**src/rtl/sram_test_monitor.sv**
```systemverilog
// sram_test_monitor
//   Watches the write strobes of NUM_PORTS external SRAM ports and turns CPU
//   writes to magic addresses on MAGIC_PORT into a registered test verdict.
//   A write event is the first cycle of an access (CE_n and WE_n both low);
//   a long WE_n pulse produces a single event.
//
// Ports
//   clk_50M      system clock, rising edge
//   reset_btn    synchronous active-high reset
//   ram_addr     packed word addresses, port p at [p*ADDR_WIDTH +: ADDR_WIDTH]
//   ram_ce_n     chip enables, active low, one per port
//   ram_we_n     write enables, active low, one per port
//   ram_be_n     byte enables, active low, 4 per port
//   ram_data     data buses, 32 per port
//   done         high once status leaves RUN
//   status       0 RUN, 1 PASS, 2 FAIL, 3 HALT, 4 TIMEOUT
//   out_valid    one-cycle pulse per full-word write to OUT_ADDR
//   out_data     data of the last full-word OUT_ADDR write
//   write_count  saturating count of write events on all ports
//   partial_err  sticky flag for sub-word writes to OUT_ADDR / HALT_ADDR
module sram_test_monitor #(
  parameter int unsigned           NUM_PORTS      = 2,
  parameter int unsigned           ADDR_WIDTH     = 20,
  parameter int unsigned           MAGIC_PORT     = 0,
  parameter logic [ADDR_WIDTH-1:0] OUT_ADDR       = 20'hC0000,
  parameter logic [ADDR_WIDTH-1:0] HALT_ADDR      = 20'h40000,
  parameter logic [31:0]           PASS_CODE      = 32'hAAAAAAAA,
  parameter logic [31:0]           FAIL_CODE      = 32'hDEAD0000,
  parameter logic [31:0]           FAIL_MASK      = 32'hFFFF0000,
  parameter logic [31:0]           TIMEOUT_CYCLES = 32'd0
) (
  input  logic                            clk_50M,
  input  logic                            reset_btn,
  input  logic [NUM_PORTS*ADDR_WIDTH-1:0] ram_addr,
  input  logic [NUM_PORTS-1:0]            ram_ce_n,
  input  logic [NUM_PORTS-1:0]            ram_we_n,
  input  logic [NUM_PORTS*4-1:0]          ram_be_n,
  input  logic [NUM_PORTS*32-1:0]         ram_data,
  output logic                            done,
  output logic [2:0]                      status,
  output logic                            out_valid,
  output logic [31:0]                     out_data,
  output logic [31:0]                     write_count,
  output logic                            partial_err
);

  typedef enum logic [2:0] {
    ST_RUN     = 3'd0,
    ST_PASS    = 3'd1,
    ST_FAIL    = 3'd2,
    ST_HALT    = 3'd3,
    ST_TIMEOUT = 3'd4
  } state_t;

  state_t                  state;
  logic [NUM_PORTS-1:0]    active;
  logic [NUM_PORTS-1:0]    prev_active;
  logic [NUM_PORTS-1:0]    evt;
  logic [31:0]             evt_cnt;
  logic [32:0]             wc_sum;
  logic [31:0]             cycle_cnt;

  logic                    m_evt;
  logic [ADDR_WIDTH-1:0]   m_addr;
  logic [31:0]             m_data;
  logic [3:0]              m_be_n;
  logic                    m_full;
  logic                    hit_out;
  logic                    hit_halt;
  logic                    is_pass;
  logic                    is_fail;
  logic                    timeout_hit;

  // Only the magic port's address/data/byte-enable buses feed logic; the rest
  // are watched for strobes alone. Fold everything here so the buses count as used.
  logic                    unused_bus_bits;
  assign unused_bus_bits = ^{ram_addr, ram_data, ram_be_n};

  always_comb begin
    active  = ~ram_ce_n & ~ram_we_n;
    evt     = active & ~prev_active;
    evt_cnt = '0;
    for (int unsigned p = 0; p < NUM_PORTS; p++) begin
      evt_cnt = evt_cnt + {31'd0, evt[p]};
    end
  end

  assign wc_sum = {1'b0, write_count} + {1'b0, evt_cnt};

  assign m_evt    = evt[MAGIC_PORT];
  assign m_addr   = ram_addr[MAGIC_PORT*ADDR_WIDTH +: ADDR_WIDTH];
  assign m_data   = ram_data[MAGIC_PORT*32 +: 32];
  assign m_be_n   = ram_be_n[MAGIC_PORT*4 +: 4];
  assign m_full   = (m_be_n == 4'b0000);
  assign hit_out  = m_evt && (m_addr == OUT_ADDR);
  assign hit_halt = m_evt && (m_addr == HALT_ADDR);
  assign is_pass  = (m_data == PASS_CODE);
  assign is_fail  = ((m_data & FAIL_MASK) == (FAIL_CODE & FAIL_MASK));
  assign timeout_hit = (TIMEOUT_CYCLES != 32'd0) && (cycle_cnt == TIMEOUT_CYCLES - 32'd1);

  assign status = state;
  assign done   = (state != ST_RUN);

  always_ff @(posedge clk_50M) begin
    if (reset_btn) begin
      state       <= ST_RUN;
      prev_active <= '0;
      out_valid   <= 1'b0;
      out_data    <= '0;
      write_count <= '0;
      partial_err <= 1'b0;
      cycle_cnt   <= '0;
    end else begin
      prev_active <= active;
      out_valid   <= 1'b0;
      write_count <= wc_sum[32] ? '1 : wc_sum[31:0];

      if (state == ST_RUN) begin
        if ((hit_out || hit_halt) && !m_full) begin
          partial_err <= 1'b1;
        end
        if (hit_out && m_full) begin
          out_valid <= 1'b1;
          out_data  <= m_data;
        end

        // Verdict priority: magic write first, then timeout; the cycle
        // counter only advances while no transition is taken.
        if (hit_out && m_full && is_pass) begin
          state <= ST_PASS;
        end else if (hit_out && m_full && is_fail) begin
          state <= ST_FAIL;
        end else if (hit_halt && m_full && (m_data == 32'h1)) begin
          state <= ST_HALT;
        end else if (timeout_hit) begin
          state <= ST_TIMEOUT;
        end else begin
          cycle_cnt <= cycle_cnt + 32'd1;
        end
      end
    end
  end

endmodule

```
**config.mk**
```make
export PLATFORM = sky130hd
export DESIGN_NAME = sram_test_monitor
export DESIGN_NICKNAME = d
export VERILOG_FILES = /design/src/rtl/sram_test_monitor.sv
export SDC_FILE = /design/constraint.sdc
export NUM_CORES = 1
export LEC_CHECK = 0
export ABC_AREA = 1
export CAP_MARGIN = 20
export CELL_PAD_IN_SITES_DETAIL_PLACEMENT = 2
export CELL_PAD_IN_SITES_GLOBAL_PLACEMENT = 2
export CORE_ASPECT_RATIO = 1.4
export CORE_MARGIN = 10
export CORE_UTILIZATION = 20
export CTS_BUF_LIST = sky130_fd_sc_hd__clkbuf_4 sky130_fd_sc_hd__clkbuf_8
export DETAILED_ROUTE_END_ITERATION = 7
export GPL_ROUTABILITY_DRIVEN = 1
export MAX_ROUTING_LAYER = met4
export PLACE_DENSITY = 0.92
export SLEW_MARGIN = 20
export SYNTH_ARGS = -nofsm -noshare
export SYNTH_HDL_FRONTEND = slang
export SYNTH_SLANG_ARGS = --single-unit
```
**constraint.sdc**
```tcl
create_clock -name clk_50M -period 3.3 [get_ports clk_50M]
set_input_delay 0.66 -clock clk_50M [delete_from_list [all_inputs] [get_ports clk_50M]]
set_output_delay 0.66 -clock clk_50M [all_outputs]
set_load 0.05 [all_outputs]
```
==> flow_summary.ini <==
[outcome]
status = completed

[synth]
synth-edff-count = 0
ys_types = 39
syn_area_per_cell_um2 = 6.73
synthFlopType = dfxtp_1
ys_warn_count = 0
ys_ff_latch = 70
synth_area_um2 = 3600
synthArstFlopShare_pct = 0
synth_seq_area_share_pct = 38.9
synth_cells = 535
synth_fp_nets = 655

[flow_run]
maxCapViolations = 0

[floorplanning]
initial_core_util_pct = 20.2
die_h_um = 179
die_w_um = 133
top_level_ports = 188
dieArea_um2 = 23800
core_um2 = 17900
num_rows = 58

[worst_setup_path]
path_cells = clkdlybuf4s50_1, or3_1, fa_1, inv_1, ha_1, nand3_4, nor2_4, nand2_2, inv_2, nand4_2, nor3_4, inv_2, nand3_1, nand2_1, inv_1
r2r-start = prev_active[1]
timing_worst_setup_path_type = primary input to flop
critPathCaptureType = flop
slowest_stage = clkdlybuf4s50_1
arrival_ps = 3320
startpoint_type = primary input
r2r_end = write_count[30]
max_stage_delay_ps = 420
worst-r2r-cell-count = 14
critPathRequiredTime_ps = 3630
rrSetupSlack_ps = 780
critPathMaxFanout = 14

[clock_tree]
clkSlewWorstSetupHoldPaths_ps = 80
clock-sinks = 70
clockBufferDepth = 2
root_buffer = clkbuf_8
cts_tree = yes
cts_buffers = 9
post_cts_resized = 0
htree_levels = 3
hold_buffers = 0
clock_latency_ps = 380
postCtsSetupBuffers = 0

[final_layout]
drive_gt1_share_pct = 8.36
fillCellCount = 2111
final_core_util_pct = 30.7
syn2layout_area_growth_pct = 52.1
seq_area_um2 = 1400
final_area_um2 = 5470
fin_nets = 797
multi_input_area_um2 = 1810
antennaDiodeCount = 0

[timing]
worst_slew_pin_slew_ps = 571
min_period_ps = 2990
slew_headroom_pct = 61.8
min_period_over_period_pct = 90.7
final-max-slew-violation-count = 0
timing.fmax_mhz = 334
setup_viol_count_final = 0
fin_skew_ps = 9.40
hold_viol_final = 0
rsz0062_at_grt = false
setup_ws_ps = 308

[worst_hold_path]
min_to = partial_err
min-delay-start = partial_err
min_path_type = flop to flop
hold_depth = 2

[placed_design]
gp_congestion = 0.844
dpl-instance-area_um2 = 5260
dp_worst_setup_slack_ps = -124
io_buffers = 130
hpwl_um = 12500

[drt]
routed_wl_um = 15800
first_pass_iters = 4
viasPerCell = 4.41
drc_errors = 0
postRouteAntennaNets = 0
wl_per_cell_um = 17.2
drt_iter0_markers = 140
via_count = 4070

[global_route]
grt_overflow = 0
grt_start_max_net_pins = 50
track_usage_pct = 13.9
grt_antenna_before_repair = 0
grt_pass1_wl_um = 25100
grt_pass1_vias = 4725

[power]
power.total_mw = 1.83
vdd_drop_max_v = 0.000137
powerDensity_nw_per_um2 = 335
p_leak_nw = 2.23
-- how the worst max path moves through the flow --
stage	from	end	slack, ps
final	ram_we_n[1]	write_count[30]	310
after global routing	ram_we_n[1]	write_count[30]	110
after CTS	ram_we_n[1]	write_count[26]	280
after detailed placement	ram_we_n[1]	write_count[30]	-120
after global placement	ram_we_n[1]	write_count[30]	-40
after floorplan	ram_we_n[1]	write_count[31]	470
-- metal layers --
| metal | share of wire [%] | track usage (%) |
|---|---|---|
| met1 | 35 | 12.1 |
| met2 | 58 | 27.6 |
| met3 | 4.5 | 3.37 |
| met4 | 2.3 | 5.95 |
| met5 | 0 | - |
-- layout by cell type (no fill, tap or decap), types with 5 or more instances in the layout --
cell | synthesis | layout
inv_1 | 75 | 75
nand3_1 | 27 | 27
xnor2_1 | 5 | 5
nor3_1 | 21 | 21
a21oi_1 | 27 | 27
clkdlybuf4s50_1 | 0 | 130
nand4_1 | 6 | 6
dfxtp_1 | 70 | 70
nand3b_1 | 5 | 5
o21ai_0 | 44 | 44
nand2_1 | 91 | 91
or2_2 | 6 | 6
nor2_1 | 99 | 99
buf_4 | 3 | 15
clkbuf_8 | 0 | 9
xor2_1 | 10 | 10
-- Yosys cell counts (all sizes together) (2+ instances only) --
cell type | number | area (µm²)
dfxtp | 70 | 1400
nor2 | 104 | 413
or2 | 6 | 37.5
nand4 | 7 | 50.1
a21oi | 28 | 144
nand3 | 29 | 163
a31oi | 2 | 12.5
clkbuf | 6 | 22.5
xnor2 | 5 | 43.8
inv | 78 | 293
o21ai | 46 | 230
nor3 | 23 | 131
nor4 | 3 | 18.8
xor2 | 10 | 87.6
nand3b | 5 | 37.5
buf | 10 | 75.1
nand2 | 95 | 367
-- metrics by stage --
| step | hold WS [ps] | setup TNS (ps) | instances |
|---|---|---|---|
| after floorplan | 628 | 0 | 535 |
| after global placement | 438 | -173 | 906 |
| after detailed placement | 453 | -1890 | 906 |
| after CTS | 465 | 0 | 922 |
| after global routing | 485 | 0 | 922 |
| final | 462 | 0 | 922 |
-- kinds of logic after synthesis --
family	after synthesis	synth area share (%)
buffers and inverters	94	10.8
adder cells (fa/ha/maj)	2	0.904
AO/OA/AOI/OAI	78	11.2
flip-flops	70	38.9
XOR/XNOR	15	3.65
AND/OR/NAND/NOR	275	34.4
other	1	0.104
-- worst max-delay path: cells and delay by family --
family / cells / cell delay (ps)
fa+ha+maj: 2 / 580
buf+inv: 5 / 810
simple gates: 8 / 1280
-- final cells by class --
| cell class | instances | area share (%) |
|---|---|---|
| clock inverters | 6 | 1.58 |
| well taps | 240 | 5.49 |
| clock buffers | 10 | 2.40 |
| multi-input cells | 371 | 33.0 |
| flip-flops and latches | 70 | 25.6 |
| inverters | 78 | 5.35 |
| repair buffers | 147 | 26.6 |
-- report_power, final --
group	internal (mW)	switching, mW
sequential	0.848	0.00297
combinational	0.0881	0.0786
clock	0.433	0.384
total	1.37	0.465
-- flip-flops by register name (all words and copies together) (netlist names) --
signal       flops
prev_active      2
write_count     32
status           2
out_data        32
out_valid        1
partial_err      1
(Power assumes the default switching activity.)
